### src/rtl/router_pkg.sv
// router_pkg: shared types for the 1x3 router packet controller.
// State enum, address constants and a one-hot port decode helper.
package router_pkg;

  localparam int NUM_PORTS = 3;
  localparam logic [1:0] ADDR_INVALID = 2'b11;

  typedef enum logic [3:0] {
    DECODE_ADDRESS,
    LOAD_FIRST_DATA,
    LOAD_DATA,
    LOAD_PARITY,
    FIFO_FULL_STATE,
    LOAD_AFTER_FULL,
    WAIT_TILL_EMPTY,
    CHECK_PARITY_ERROR,
    DROP
  } state_e;

  function automatic logic [NUM_PORTS-1:0] port_onehot(
    input logic [1:0] a
  );
    logic [NUM_PORTS-1:0] v;
    v = '0;
    case (a)
      2'd0:    v = 3'b001;
      2'd1:    v = 3'b010;
      2'd2:    v = 3'b100;
      default: v = 3'b000;
    endcase
    return v;
  endfunction

endpackage

### src/rtl/router_wait_timer.sv
// router_wait_timer: counts consecutive WAIT_TILL_EMPTY cycles.
// expired flags the last allowed cycle (count == WAIT_LIMIT-1).
module router_wait_timer
  import router_pkg::*;
#(
  parameter int WAIT_LIMIT = 64
)
(
  input  logic clk,
  input  logic resetn,
  input  logic en,
  output logic expired
);

  localparam int CW = $clog2(WAIT_LIMIT);

  logic [CW-1:0] cnt;

  always_ff @(posedge clk or negedge resetn) begin
    if (!resetn) begin
      cnt <= '0;
    end else if (en) begin
      cnt <= cnt + 1'b1;
    end else begin
      cnt <= '0;
    end
  end

  assign expired = en && (cnt == CW'(WAIT_LIMIT - 1));

endmodule

### src/rtl/router_fsm.sv
// router_fsm: packet-sequencing controller for the 1x3 router.
// WTE timeout/drop path is enabled by defining ROUTER_FSM_TIMEOUT_EN.
module router_fsm
  import router_pkg::*;
#(
  parameter int WAIT_LIMIT = 64
)
(
  input  logic       clk,
  input  logic       resetn,
  input  logic       pkt_vld,
  input  logic [1:0] data_in,
  input  logic       fifo_full,
  input  logic [2:0] fifo_empty,
  input  logic [2:0] soft_reset,
  input  logic       parity_done,
  input  logic       low_pkt_vld,
  output logic       detect_add,
  output logic       lfd_state,
  output logic       ld_state,
  output logic       laf_state,
  output logic       full_state,
  output logic       rst_int_reg,
  output logic       write_enb_reg,
  output logic       busy,
  output logic [2:0] dest_sel,
  output logic       drop_pkt
);

  state_e     st;
  state_e     nxt;
  logic [1:0] addr_q;

  logic hdr_ok;
  logic hdr_empty;
  logic sel_empty;
  logic sel_srst;
  logic wait_expired;

  assign hdr_ok    = pkt_vld && (data_in != ADDR_INVALID);
  assign hdr_empty = |(fifo_empty & port_onehot(data_in));
  assign sel_empty = |(fifo_empty & port_onehot(addr_q));
  assign sel_srst  = |(soft_reset & port_onehot(addr_q));

`ifdef ROUTER_FSM_TIMEOUT_EN
  router_wait_timer #(
    .WAIT_LIMIT(WAIT_LIMIT)
  ) u_wait_timer (
    .clk     (clk),
    .resetn  (resetn),
    .en      (st == WAIT_TILL_EMPTY),
    .expired (wait_expired)
  );
`else
  assign wait_expired = 1'b0;
`endif

  always_ff @(posedge clk or negedge resetn) begin
    if (!resetn) begin
      st     <= DECODE_ADDRESS;
      addr_q <= 2'b00;
    end else begin
      st <= nxt;
      if (st == DECODE_ADDRESS && hdr_ok) begin
        addr_q <= data_in;
      end
    end
  end

  always_comb begin
    nxt = st;
    unique case (st)
      DECODE_ADDRESS: begin
        if (hdr_ok) begin
          nxt = hdr_empty ? LOAD_FIRST_DATA : WAIT_TILL_EMPTY;
        end
      end
      LOAD_FIRST_DATA: nxt = LOAD_DATA;
      LOAD_DATA: begin
        if (fifo_full) begin
          nxt = FIFO_FULL_STATE;
        end else if (!pkt_vld) begin
          nxt = LOAD_PARITY;
        end
      end
      FIFO_FULL_STATE: begin
        if (!fifo_full) begin
          nxt = LOAD_AFTER_FULL;
        end
      end
      LOAD_AFTER_FULL: begin
        if (parity_done) begin
          nxt = DECODE_ADDRESS;
        end else if (low_pkt_vld) begin
          nxt = LOAD_PARITY;
        end else begin
          nxt = LOAD_DATA;
        end
      end
      LOAD_PARITY: nxt = CHECK_PARITY_ERROR;
      CHECK_PARITY_ERROR: begin
        nxt = fifo_full ? FIFO_FULL_STATE : DECODE_ADDRESS;
      end
      WAIT_TILL_EMPTY: begin
        if (sel_empty) begin
          nxt = LOAD_FIRST_DATA;
        end else if (wait_expired) begin
          nxt = DROP;
        end
      end
      DROP: begin
        if (!pkt_vld) begin
          nxt = DECODE_ADDRESS;
        end
      end
      default: nxt = DECODE_ADDRESS;
    endcase
    if (st != DECODE_ADDRESS && sel_srst) begin
      nxt = DECODE_ADDRESS;
    end
  end

`ifdef ROUTER_FSM_TIMEOUT_EN
  logic drop_q;

  always_ff @(posedge clk or negedge resetn) begin
    if (!resetn) begin
      drop_q <= 1'b0;
    end else begin
      drop_q <= (st != DROP) && (nxt == DROP);
    end
  end

  assign drop_pkt = drop_q;
`else
  assign drop_pkt = 1'b0;
`endif

  assign detect_add    = (st == DECODE_ADDRESS);
  assign lfd_state     = (st == LOAD_FIRST_DATA);
  assign ld_state      = (st == LOAD_DATA);
  assign laf_state     = (st == LOAD_AFTER_FULL);
  assign full_state    = (st == FIFO_FULL_STATE);
  assign rst_int_reg   = (st == CHECK_PARITY_ERROR);
  assign write_enb_reg = (st == LOAD_DATA)
                      || (st == LOAD_PARITY)
                      || (st == LOAD_AFTER_FULL);
  assign busy          = (st == LOAD_FIRST_DATA)
                      || (st == FIFO_FULL_STATE)
                      || (st == LOAD_AFTER_FULL)
                      || (st == LOAD_PARITY)
                      || (st == WAIT_TILL_EMPTY)
                      || (st == CHECK_PARITY_ERROR);
  assign dest_sel      = (st == DECODE_ADDRESS || st == DROP)
                       ? 3'b000 : port_onehot(addr_q);

endmodule

### config.mk
export PLATFORM = sky130hd
export DESIGN_NAME = router_fsm
export DESIGN_NICKNAME = d
export VERILOG_FILES = /design/src/rtl/router_pkg.sv /design/src/rtl/router_wait_timer.sv /design/src/rtl/router_fsm.sv
export SDC_FILE = /design/constraint.sdc
export NUM_CORES = 1
export LEC_CHECK = 0
export ABC_AREA = 0
export CAP_MARGIN = 20
export CORE_MARGIN = 2
export CORE_UTILIZATION = 39
export DETAILED_ROUTE_END_ITERATION = 10
export GPL_ROUTABILITY_DRIVEN = 0
export PLACE_DENSITY_LB_ADDON = 0.2
export RECOVER_POWER = 25
export SYNTH_ARGS = -nofsm -noshare
export SYNTH_HDL_FRONTEND = slang
export SYNTH_SLANG_ARGS = --single-unit
### constraint.sdc
create_clock -name clk -period 1.8 [get_ports clk]
set_input_delay 0.36 -clock clk [delete_from_list [all_inputs] [get_ports clk]]
set_output_delay 0.36 -clock clk [all_outputs]
set_load 0.01 [all_outputs]
==> impl_metrics.py <==
metrics = {
    "floorplan": {
        "num_io_pins": 26,
        "initial_core_util_pct": 41.3,
        "row_count": 13,
        "die_height_um": 40.9,
        "coreArea_mm2": 0.00128,
        "dieArea_mm2": 0.00167,
        "die_w_um": 40.9,
    },
    "route": {
        "via_per_inst": 5.39,
        "vias": 652,
        "antenna_left": 0,
        "dr.first_iter.drc_count": 32,
        "remaining_drc_errors": 0,
        "drt-pass1-iter-count": 4,
        "avgRoutedWirePerCell_um": 12.6,
        "wirelength_um": 1520,
    },
    "clocking": {
        "clkSinkCount": 5,
        "clk_latency_ps": 240,
        "postCtsHoldBufs": 0,
        "cts_buffer_depth": 2,
        "cts_made_buffers": 3,
        "root_buffer": "clkbuf_4",
        "htree_levels": 1,
        "cts_tree": "built",
        "cts.clk_slew.worst_paths_ps": 50,
    },
    "critical_path": {
        "crit_required_ps": 1440,
        "crit_arrival_ps": 1360,
        "crit_type": "reg2out",
        "r2r_end": "st[1]$_DFFE_PN0P_",
        "cp-startpoint": "st[1]$_DFFE_PN0P_",
        "rr_worst_depth": 7,
        "end_kind": "output port",
        "r2r_slack_ps": 110,
        "critPathLaunchType": "flip-flop",
        "timing.rr.start": "st[1]$_DFFE_PN0P_",
        "crit_path_max_fanout": 5,
    },
    "timing": {
        "setup_ws_ps": 75.2,
        "setup_tns_ps": 0,
        "min_period_over_period_pct": 95.8,
        "final-max-slew-violation-count": 0,
        "final_hold_viol_count": 0,
        "rsz0062_at_grt": "false",
        "fin_crit_ps": 1720,
        "hold_slack_ps": 414,
        "fmax_ghz": 0.580,
        "finalSetupViolCount": 0,
        "fin_skew_ps": 6.07,
    },
    "layout": {
        "final_common_cell": "buf_4",
        "drive_above_1_share_pct": 25.5,
        "fin_nets": 121,
        "synthToLayoutAreaGrowth_pct": 67.2,
        "layout_common_cells": "buf_4 (16), clkdlybuf4s50_1 (13), dlygate4sd2_1 (9)",
        "fin_cells": 121,
        "diodes": 0,
    },
    "placement": {
        "hpwl_um": 1170,
        "place_inst": 114,
        "io_buffers": 24,
        "preCtsSetupSlack_ps": -83.7,
    },
    "synth": {
        "postSynthCellCount": 68,
        "synth_area_um2": 531,
        "ys_seq_area_share_pct": 23.6,
        "ys_warn_count": 0,
        "syn-num-nets": 82,
        "syn_avg_cell_area_um2": 7.80,
        "synth.distinct_cells": 29,
        "synth-seq-cells": 5,
    },
    "global_routing": {
        "grt_use_total_pct": 21.6,
        "grt_first_pass_wirelength_um": 2340,
        "antenna_found_initial": 0,
        "first_global_vias": 579,
        "grt_overflow": 0,
        "grt_max_degree": 10,
    },
    "pwr": {
        "p_leak_nw": 0.439,
        "ir_drop_v": 0.00105,
        "total_power_mw": 1.37,
        "p_per_area_mw_per_mm2": 1550,
    },
    "min_path": {
        "hp-class": "in2async",
    },
    "run_status": {
        "run_status": "finished clean",
    },
    "run": {
        "cap_violations": 0,
    },
}
## registers in the layout, indices dropped and copies added (netlist names)
| register | cells |
|---|---|
| addr_q | 2 |
| st | 3 |
## cell usage after synthesis
master    instances  area [um^2]
nor3b_1           2         15.0
o221ai_1          1         8.76
and3b_1           1         8.76
a22oi_1           2         15.0
a21o_1            2         15.0
a221o_1           1         10.0
and3_1            3         18.8
o221a_1           1         11.3
clkbuf_2          1         5.00
mux2i_1           5         50.1
nand2b_1          1         6.26
nor3_2            1         10.0
a21boi_0          1         7.51
o22a_1            1         8.76
nor2_1            8         30.0
buf_4             1         7.51
a21oi_1           4         20.0
o22a_2            1         10.0
inv_1             3         11.3
conb_1            1         3.75
nand3b_1          3         22.5
dfrtp_1           5          125
o21ai_0           5         25.0
nor3_1            2         10.0
a31oi_1           1         6.26
buf_6             3         33.8
o21a_1            1         7.51
nand2_1           6         22.5
buf_2             1         5.00
## cells by family after synthesis
group           count (synthesis)  synth area share, %
mux                             5                 9.43
simple gates                   27                 27.1
flops                           5                 23.6
buf+inv                         9                 11.8
other cells                     1                0.707
compound gates                 21                 27.4
## per-stage QoR
step | utilization (%) | area [um^2]
6_report | 69.0 | 887
5_1_grt | 69.0 | 887
4_1_cts | 68.9 | 886
3_5_place_dp | 65.0 | 836
3_3_place_gp | 65.0 | 836
2_1_floorplan | - | 531
## cell type report
type                       instances  area [um^2]
clock buffer                       4         26.3
inverter                           3         11.3
sequential                         5          130
timing repair buffer              40          349
tap                               15         18.8
multi-input combinational         54          352
fill                             112          398
## worst max-delay path, cell delays in order (launching register included)
cell and delay [ps]:
dfrtp_2 460, nor3_4 250, buf_4 150, nor3b_1 40, clkdlybuf4s15_1 230
## what timing repair did
action | 4_1_cts | 5_1_grt
resized for setup | 17 | 2
setup endpoints to repair | 10 | 2
pin swaps | 0 | 1
setup buffers | 3 | 0
## metal layers
| layer | share of wire [%] | track usage, % | up-vias |
|---|---|---|---|
| li1 | - | - | 322 |
| met1 | 45 | 25.3 | 308 |
| met2 | 50 | 37.1 | 20 |
| met4 | 0.72 | 10.8 | 0 |
| met3 | 3.7 | 3.80 | 2 |
| met5 | 0 | 0 | - |
## power breakdown
part	switching [mW]	internal, mW	total [mW]
combinational	0.440	0.519	0.960
clock	0.0441	0.0837	0.128
sequential	0.108	0.176	0.284
total	0.592	0.779	1.37
## worst max path at each step
stage	endpoint	slack (ps)	depth (start not counted)
floorplan	addr_q[0]$_DFFE_PN0P_	350	4
global placement	st[1]$_DFFE_PN0P_	-30	6
detailed placement	st[1]$_DFFE_PN0P_	-80	6
CTS	dest_sel[2]	10	4
global route	busy	9	3
finish	dest_sel[2]	80	4
Power figures use the tool's default switching activity.
